`src/rtl/sprite_dma_ctl_if.sv`:
```
// sprite_dma_ctl_if: bus bundle between the sprite DMA controller and its environment.
// Ports: I_TRIG/I_ABORT start and stop requests, I_BUSAK arbiter grant,
// I_SRC_BASE/I_DST_BASE/I_LEN/I_MODE/I_FILL transfer setup, I_DMA_DS source read data,
// O_DMA_AS/O_DMA_CES source side, O_DMA_AD/O_DMA_DD/O_DMA_CED/O_DMA_WE destination side,
// O_BUSRQ arbiter request, O_BUSY/O_DONE status.
// master = controller side, slave = environment side.
interface sprite_dma_ctl_if #(
    parameter int AW = 10,
    parameter int DW = 8,
    parameter int LW = 11
);
    logic          I_TRIG, I_ABORT, I_BUSAK, I_MODE;
    logic [AW-1:0] I_SRC_BASE, I_DST_BASE;
    logic [LW-1:0] I_LEN;
    logic [DW-1:0] I_FILL, I_DMA_DS;
    logic [AW-1:0] O_DMA_AS, O_DMA_AD;
    logic [DW-1:0] O_DMA_DD;
    logic          O_DMA_CES, O_DMA_CED, O_DMA_WE, O_BUSRQ, O_BUSY, O_DONE;
    modport master (
        input  I_TRIG, I_ABORT, I_BUSAK, I_MODE, I_SRC_BASE, I_DST_BASE, I_LEN, I_FILL, I_DMA_DS,
        output O_DMA_AS, O_DMA_AD, O_DMA_DD, O_DMA_CES, O_DMA_CED, O_DMA_WE, O_BUSRQ, O_BUSY, O_DONE
    );
    modport slave (
        output I_TRIG, I_ABORT, I_BUSAK, I_MODE, I_SRC_BASE, I_DST_BASE, I_LEN, I_FILL, I_DMA_DS,
        input  O_DMA_AS, O_DMA_AD, O_DMA_DD, O_DMA_CES, O_DMA_CED, O_DMA_WE, O_BUSRQ, O_BUSY, O_DONE
    );
endinterface

```
`src/rtl/sprite_dma_ctl.sv`:
```
// sprite_dma_ctl: byte-wise copy/fill DMA engine with bus request/grant handshake.
// Ports: I_CLK clock, I_RSTn synchronous active-low reset, bus (sprite_dma_ctl_if.master)
// carrying trigger/abort/grant, transfer setup, source read and destination write signals.
// Each byte walks RD -> LAT -> WR -> NXT; losing the grant freezes the current state.
module sprite_dma_ctl #(
    parameter int AW = 10,
    parameter int DW = 8,
    parameter int LW = 11
) (
    input logic              I_CLK,
    input logic              I_RSTn,
    sprite_dma_ctl_if.master bus
);
    localparam logic [2:0] IDLE = 3'd0, REQ = 3'd1, RD = 3'd2, LAT = 3'd3, WR = 3'd4, NXT = 3'd5;
    logic [2:0]    state;
    logic          trig_q, mode, done, xfer, go;
    logic [AW-1:0] src, dst;
    logic [LW-1:0] len, idx;
    logic [DW-1:0] fill, dd;
    // Strobes are gated by the live grant so a dropped grant silences them in the same cycle.
    always_comb begin
        xfer = (state inside {RD, LAT, WR, NXT}) && bus.I_BUSAK;
        go   = bus.I_TRIG && !trig_q && !bus.I_ABORT;
    end
    assign bus.O_DMA_AS  = src + AW'(idx);
    assign bus.O_DMA_AD  = dst + AW'(idx);
    assign bus.O_DMA_DD  = dd;
    assign bus.O_DMA_CES = xfer;
    assign bus.O_DMA_CED = xfer;
    assign bus.O_DMA_WE  = state == WR && bus.I_BUSAK;
    assign bus.O_BUSRQ   = state != IDLE;
    assign bus.O_BUSY    = state != IDLE;
    assign bus.O_DONE    = done;
    always_ff @(posedge I_CLK) begin
        if (!I_RSTn) begin
            state  <= IDLE;
            trig_q <= 1'b0;
            done   <= 1'b0;
            mode   <= 1'b0;
            src    <= '0;
            dst    <= '0;
            len    <= '0;
            idx    <= '0;
            fill   <= '0;
            dd     <= '0;
        end else begin
            trig_q <= bus.I_TRIG;
            done   <= 1'b0;
            if (bus.I_ABORT && state != IDLE)
                state <= IDLE;
            else
                case (state)
                    IDLE: if (go) begin
                        src  <= bus.I_SRC_BASE;
                        dst  <= bus.I_DST_BASE;
                        len  <= bus.I_LEN;
                        mode <= bus.I_MODE;
                        fill <= bus.I_FILL;
                        idx  <= '0;
                        if (bus.I_LEN == '0)
                            done <= 1'b1;
                        else
                            state <= REQ;
                    end
                    REQ: if (bus.I_BUSAK) state <= RD;
                    RD:  if (bus.I_BUSAK) state <= LAT;
                    LAT: if (bus.I_BUSAK) begin
                        dd    <= mode ? fill : bus.I_DMA_DS;
                        state <= WR;
                    end
                    WR:  if (bus.I_BUSAK) state <= NXT;
                    NXT: if (bus.I_BUSAK) begin
                        if (idx == len - 1'b1) begin
                            state <= IDLE;
                            done  <= 1'b1;
                        end else begin
                            idx   <= idx + 1'b1;
                            state <= RD;
                        end
                    end
                    default: state <= IDLE;
                endcase
        end
    end
endmodule

```
`src/flat_wrapper.sv`:
```
// flat-port wrapper written by rule: the top's interface ports become plain ports
module sprite_dma_ctl_flat 
#(
    parameter int AW = 10,
    parameter int DW = 8,
    parameter int LW = 11
)
  (I_CLK, I_RSTn, bus_I_TRIG, bus_I_ABORT, bus_I_BUSAK, bus_I_MODE, bus_I_SRC_BASE, bus_I_DST_BASE, bus_I_LEN, bus_I_FILL, bus_I_DMA_DS, bus_O_DMA_AS, bus_O_DMA_AD, bus_O_DMA_DD, bus_O_DMA_CES, bus_O_DMA_CED, bus_O_DMA_WE, bus_O_BUSRQ, bus_O_BUSY, bus_O_DONE);
  sprite_dma_ctl_if #(.AW(AW), .DW(DW), .LW(LW)) bus_i ();
  input logic I_CLK;
  input logic I_RSTn;
  input wire logic [$bits(bus_i.I_TRIG)-1:0] bus_I_TRIG;
  input wire logic [$bits(bus_i.I_ABORT)-1:0] bus_I_ABORT;
  input wire logic [$bits(bus_i.I_BUSAK)-1:0] bus_I_BUSAK;
  input wire logic [$bits(bus_i.I_MODE)-1:0] bus_I_MODE;
  input wire logic [$bits(bus_i.I_SRC_BASE)-1:0] bus_I_SRC_BASE;
  input wire logic [$bits(bus_i.I_DST_BASE)-1:0] bus_I_DST_BASE;
  input wire logic [$bits(bus_i.I_LEN)-1:0] bus_I_LEN;
  input wire logic [$bits(bus_i.I_FILL)-1:0] bus_I_FILL;
  input wire logic [$bits(bus_i.I_DMA_DS)-1:0] bus_I_DMA_DS;
  output wire logic [$bits(bus_i.O_DMA_AS)-1:0] bus_O_DMA_AS;
  output wire logic [$bits(bus_i.O_DMA_AD)-1:0] bus_O_DMA_AD;
  output wire logic [$bits(bus_i.O_DMA_DD)-1:0] bus_O_DMA_DD;
  output wire logic [$bits(bus_i.O_DMA_CES)-1:0] bus_O_DMA_CES;
  output wire logic [$bits(bus_i.O_DMA_CED)-1:0] bus_O_DMA_CED;
  output wire logic [$bits(bus_i.O_DMA_WE)-1:0] bus_O_DMA_WE;
  output wire logic [$bits(bus_i.O_BUSRQ)-1:0] bus_O_BUSRQ;
  output wire logic [$bits(bus_i.O_BUSY)-1:0] bus_O_BUSY;
  output wire logic [$bits(bus_i.O_DONE)-1:0] bus_O_DONE;
  assign bus_i.I_TRIG = bus_I_TRIG;
  assign bus_i.I_ABORT = bus_I_ABORT;
  assign bus_i.I_BUSAK = bus_I_BUSAK;
  assign bus_i.I_MODE = bus_I_MODE;
  assign bus_i.I_SRC_BASE = bus_I_SRC_BASE;
  assign bus_i.I_DST_BASE = bus_I_DST_BASE;
  assign bus_i.I_LEN = bus_I_LEN;
  assign bus_i.I_FILL = bus_I_FILL;
  assign bus_i.I_DMA_DS = bus_I_DMA_DS;
  assign bus_O_DMA_AS = bus_i.O_DMA_AS;
  assign bus_O_DMA_AD = bus_i.O_DMA_AD;
  assign bus_O_DMA_DD = bus_i.O_DMA_DD;
  assign bus_O_DMA_CES = bus_i.O_DMA_CES;
  assign bus_O_DMA_CED = bus_i.O_DMA_CED;
  assign bus_O_DMA_WE = bus_i.O_DMA_WE;
  assign bus_O_BUSRQ = bus_i.O_BUSRQ;
  assign bus_O_BUSY = bus_i.O_BUSY;
  assign bus_O_DONE = bus_i.O_DONE;
  sprite_dma_ctl #(.AW(AW), .DW(DW), .LW(LW)) u_core (.I_CLK(I_CLK), .I_RSTn(I_RSTn), .bus(bus_i));
endmodule
```
`config.mk`:
```
export PLATFORM = sky130hd
export DESIGN_NAME = sprite_dma_ctl_flat
export DESIGN_NICKNAME = d
export VERILOG_FILES = /design/src/rtl/sprite_dma_ctl_if.sv /design/src/rtl/sprite_dma_ctl.sv /design/src/flat_wrapper.sv
export SDC_FILE = /design/constraint.sdc
export NUM_CORES = 1
export LEC_CHECK = 0
export CAP_MARGIN = 10
export CELL_PAD_IN_SITES_DETAIL_PLACEMENT = 0
export CELL_PAD_IN_SITES_GLOBAL_PLACEMENT = 2
export CORE_AREA = 8 8 120 122
export CTS_BUF_LIST = sky130_fd_sc_hd__clkbuf_16
export DETAILED_ROUTE_END_ITERATION = 7
export DIE_AREA = 0 0 128 130
export GPL_TIMING_DRIVEN = 0
export PLACE_DENSITY = 0.84
export SLEW_MARGIN = 20
export SYNTH_ARGS = -nofsm -noshare
export SYNTH_HDL_FRONTEND = slang
export SYNTH_SLANG_ARGS = --single-unit
```
`constraint.sdc`:
```
create_clock -name I_CLK -period 5 [get_ports I_CLK]
set_input_delay 1 -clock I_CLK [delete_from_list [all_inputs] [get_ports I_CLK]]
set_output_delay 1 -clock I_CLK [all_outputs]
set_load 0.1 [all_outputs]
```
==> impl_metrics.yaml <==
status:
  outcome: "finished clean"
timing:
  finalSetupViolations: 0
  tns_ns: 0
  rsz0062_at_grt: "no"
  holdWs_ns: 0.465
  period_needed_ns: 4.79
  finalMaxSlewViolations: 0
  slew_headroom_pct: 31.7
  hold_viol: 0
  worstMarginPinSlew_ns: 1.02
  min_period_over_period_pct: 95.9
  setup_ws_ns: 0.207
  finClkSkew_ns: 0.00251
  fmaxAchievable_mhz: 209
worst_setup_path:
  ff2ff_path_depth: 10
  critical_path_class: "reg -> out"
  max_stage_delay_ns: 1.16
  crit_fanout: 7
  cp.required_ns: 4.00
  worst-path-buf-inv: 1
  worstPathArrival_ns: 3.79
  cp_slowest_cell: "clkdlybuf4s50_1"
  cp.depth: 8
  setup.worst_path.start: "u_core.idx[1]"
  regToRegStartpoint: "u_core.len[0]"
  path_delay_family: "compound AO/OA/AOI/OAI gates"
  crit_chain: "ha_1 -> a21o_1 -> a21oi_1 -> o21bai_1 -> a2111oi_0 -> nor2_1 -> xnor2_1 -> clkdlybuf4s50_1"
  critPathCaptureType: "output pin"
  start_kind: "flip-flop"
logic_synthesis:
  synth_most_common_cell: "nand2_1"
  synth_top_cell_by_area: "dfxtp_1"
  syn-cell-area_um2: 3770
  synth-seq-cells: 64
  synth_fa_ha_area_share_pct: 8.03
  synthMuxAreaShare_pct: 2.39
  yosysUniqueCellTypes: 53
  synth_top_family_by_area: "simple AND/OR/NAND/NOR gates"
  ys_async_sr_fraction_pct: 0
  yosys_most_used_dff: "dfxtp_1"
  synthesis.nets: 536
  synth_common_cells: "nand2_1, dfxtp_1, a21boi_0"
  synth_cells: 460
  synthTopCellsByArea: "dfxtp_1, nand2_1, a21boi_0"
  synth-xor-area-share_pct: 7.20
  syn_area_per_cell_um2: 8.20
  synth-simple-area-share_pct: 21.7
  yosys_warnings: 0
  synth-seq-area-share_pct: 34.0
  synth_edf_count: 0
  yosysTopAreaCellShare_pct: 34.0
  synth_compound_area_share_pct: 21.5
power:
  cellLeakagePower_nw: 2.13
  vdd_drop_max_uv: 263
  power_density_nw_per_um2: 334
global_route:
  grt_busiest_layer: "met2"
  antenna_found_initial: 0
  grt_pass1_wl_um: 17600
  grt_max_degree: 13
  grt_use_met3_pct: 5.18
  grt_pass1_vias: 3514
  gr-total-overflow: 0
  use_met1_pct: 15.5
  use_met2_pct: 22.6
  grt_usage_pct: 13.4
detailed_routing:
  num_vias: 3496
  drtIter0Drc: 181
  dr.pass1.iters: 4
  totalWireLength_um: 11000
  drc: 0
  viasPerCell: 4.77
  wl_per_cell_um: 14.9
  antenna_left: 0
finish:
  fillers: 1270
  final_core_util_pct: 42.0
  final_nets: 632
  final_layout_size_suffix_gt1_share_pct: 5.53
  instances_no_fill: 733
  syn2layout_area_growth_pct: 38.2
  diodes: 0
hold_path:
  hp-class: "reg -> reg"
  hold_start: "u_core.src[4]"
  holdPathStages: 2
placed_design:
  portBuffers: 85
  dp_worst_setup_slack_ns: 0.321
  place_inst: 717
  hpwl_um: 8560
  gp_congestion: 0.771
cts:
  hold_buffers: 0
  insertion_delay_ns: 0.33
  cts_tree: "done"
  cts-buffers-inserted: 9
  clock_sinks: 64
  htreeDepth: 3
  cts_buffer_depth: 2
  root_buffer: "clkbuf_16"
  path_clk_slew_ns: 0.06
floorplan:
  die_x_um: 128
  core_area_um2: 12400
  initial_core_util_pct: 30.4
  die-area_um2: 16600
  dieHeight_um: 130
  ioPinCount: 87
  std_cell_rows: 41
run:
  cap_violations: 0
-- per-layer routing --
metal | vias to the layer above | part of all wire [%]
met5 | - | 0
met2 | 74 | 46
li1 | 1801 | -
met4 | 0 | 0.79
met3 | 9 | 6.8
met1 | 1612 | 46
-- layout make-up --
cell class                      count  area (um^2)  area share (%)
Tap cell                          172          215            4.13
Timing Repair Buffer               85          855            16.4
Inverter                           20         75.1            1.44
Clock inverter                      7          144            2.76
Sequential cell                    64         1280            24.6
Multi-Input combinational cell    352         2290            44.0
Clock buffer                        9          225            4.32
Buffer                             24          121            2.33
-- flip-flops by register name (all words and copies together), names as in the netlist --
signal / cells
u_core.state: 3
u_core.dst: 10
u_core.fill: 8
u_core.bus.O_DONE: 1
u_core.len: 11
u_core.idx: 11
u_core.bus.O_DMA_DD: 8
u_core.trig_q: 1
u_core.mode: 1
u_core.src: 10
-- logic make-up after synthesis --
| kind of cell | after synthesis |
|---|---|
| simple gates | 174 |
| flops | 64 |
| xor+xnor | 31 |
| compound gates | 115 |
| fa+ha+maj | 23 |
| mux | 9 |
| buf+inv | 44 |
-- power by group --
group / internal, mW / total (mW) / switching, mW
Combinational: 0.139 / 0.395 / 0.256
Sequential: 0.535 / 0.559 / 0.0234
Clock: 0.538 / 0.786 / 0.248
Total: 1.21 / 1.74 / 0.528
-- what timing repair did --
action,in CTS,in global routing
setup endpoints to repair,1,2
resized for setup,1,2
buffers inserted,0,0
pin swaps,0,0
-- worst paths after layout --
kind / endpoint / slack, ns
setup / recovery: bus_O_DMA_AD[7] / 0.21
hold / removal: u_core.src[4] / 0.47
setup reg to reg: u_core.idx[7] / 2.32
hold reg to reg: u_core.src[4] / 0.47
-- through the flow --
stage	total power [mW]	instance area, um^2
6_report	1.74	5210
3_3_place_gp	0.964	4840
5_1_grt	1.81	5210
2_1_floorplan	0.846	3770
4_1_cts	1.76	5200
3_5_place_dp	0.969	4840
-- tightest hold or removal path, cell delays in order (launching register included) --
cell,delay [ns]
dfxtp_1,0.31
nand2_1,0.05
a21boi_0,0.06
-- layout by cell type (no fill, tap or decap), types with 3 or more instances in the layout --
master,instances
xor2_1,12
nand4_1,8
nand2_1,104
a21boi_0,40
or3_1,8
o21ai_0,5
a2111oi_0,3
nor3_1,4
clkbuf_16,9
or2_2,4
clkdlybuf4s50_1,82
or4_1,4
mux2i_1,9
o211ai_1,6
nor2_1,16
xnor2_1,19
clkbuf_1,17
o21bai_1,4
and2_1,3
o21ai_1,6
o31ai_1,4
bufinv_16,4
dfxtp_1,64
and3_1,3
nor4_1,3
o211a_1,8
a21o_1,4
nand3_1,5
inv_1,19
ha_1,21
a21oi_1,26
Note: power is estimated with default switching activity, not from simulation.
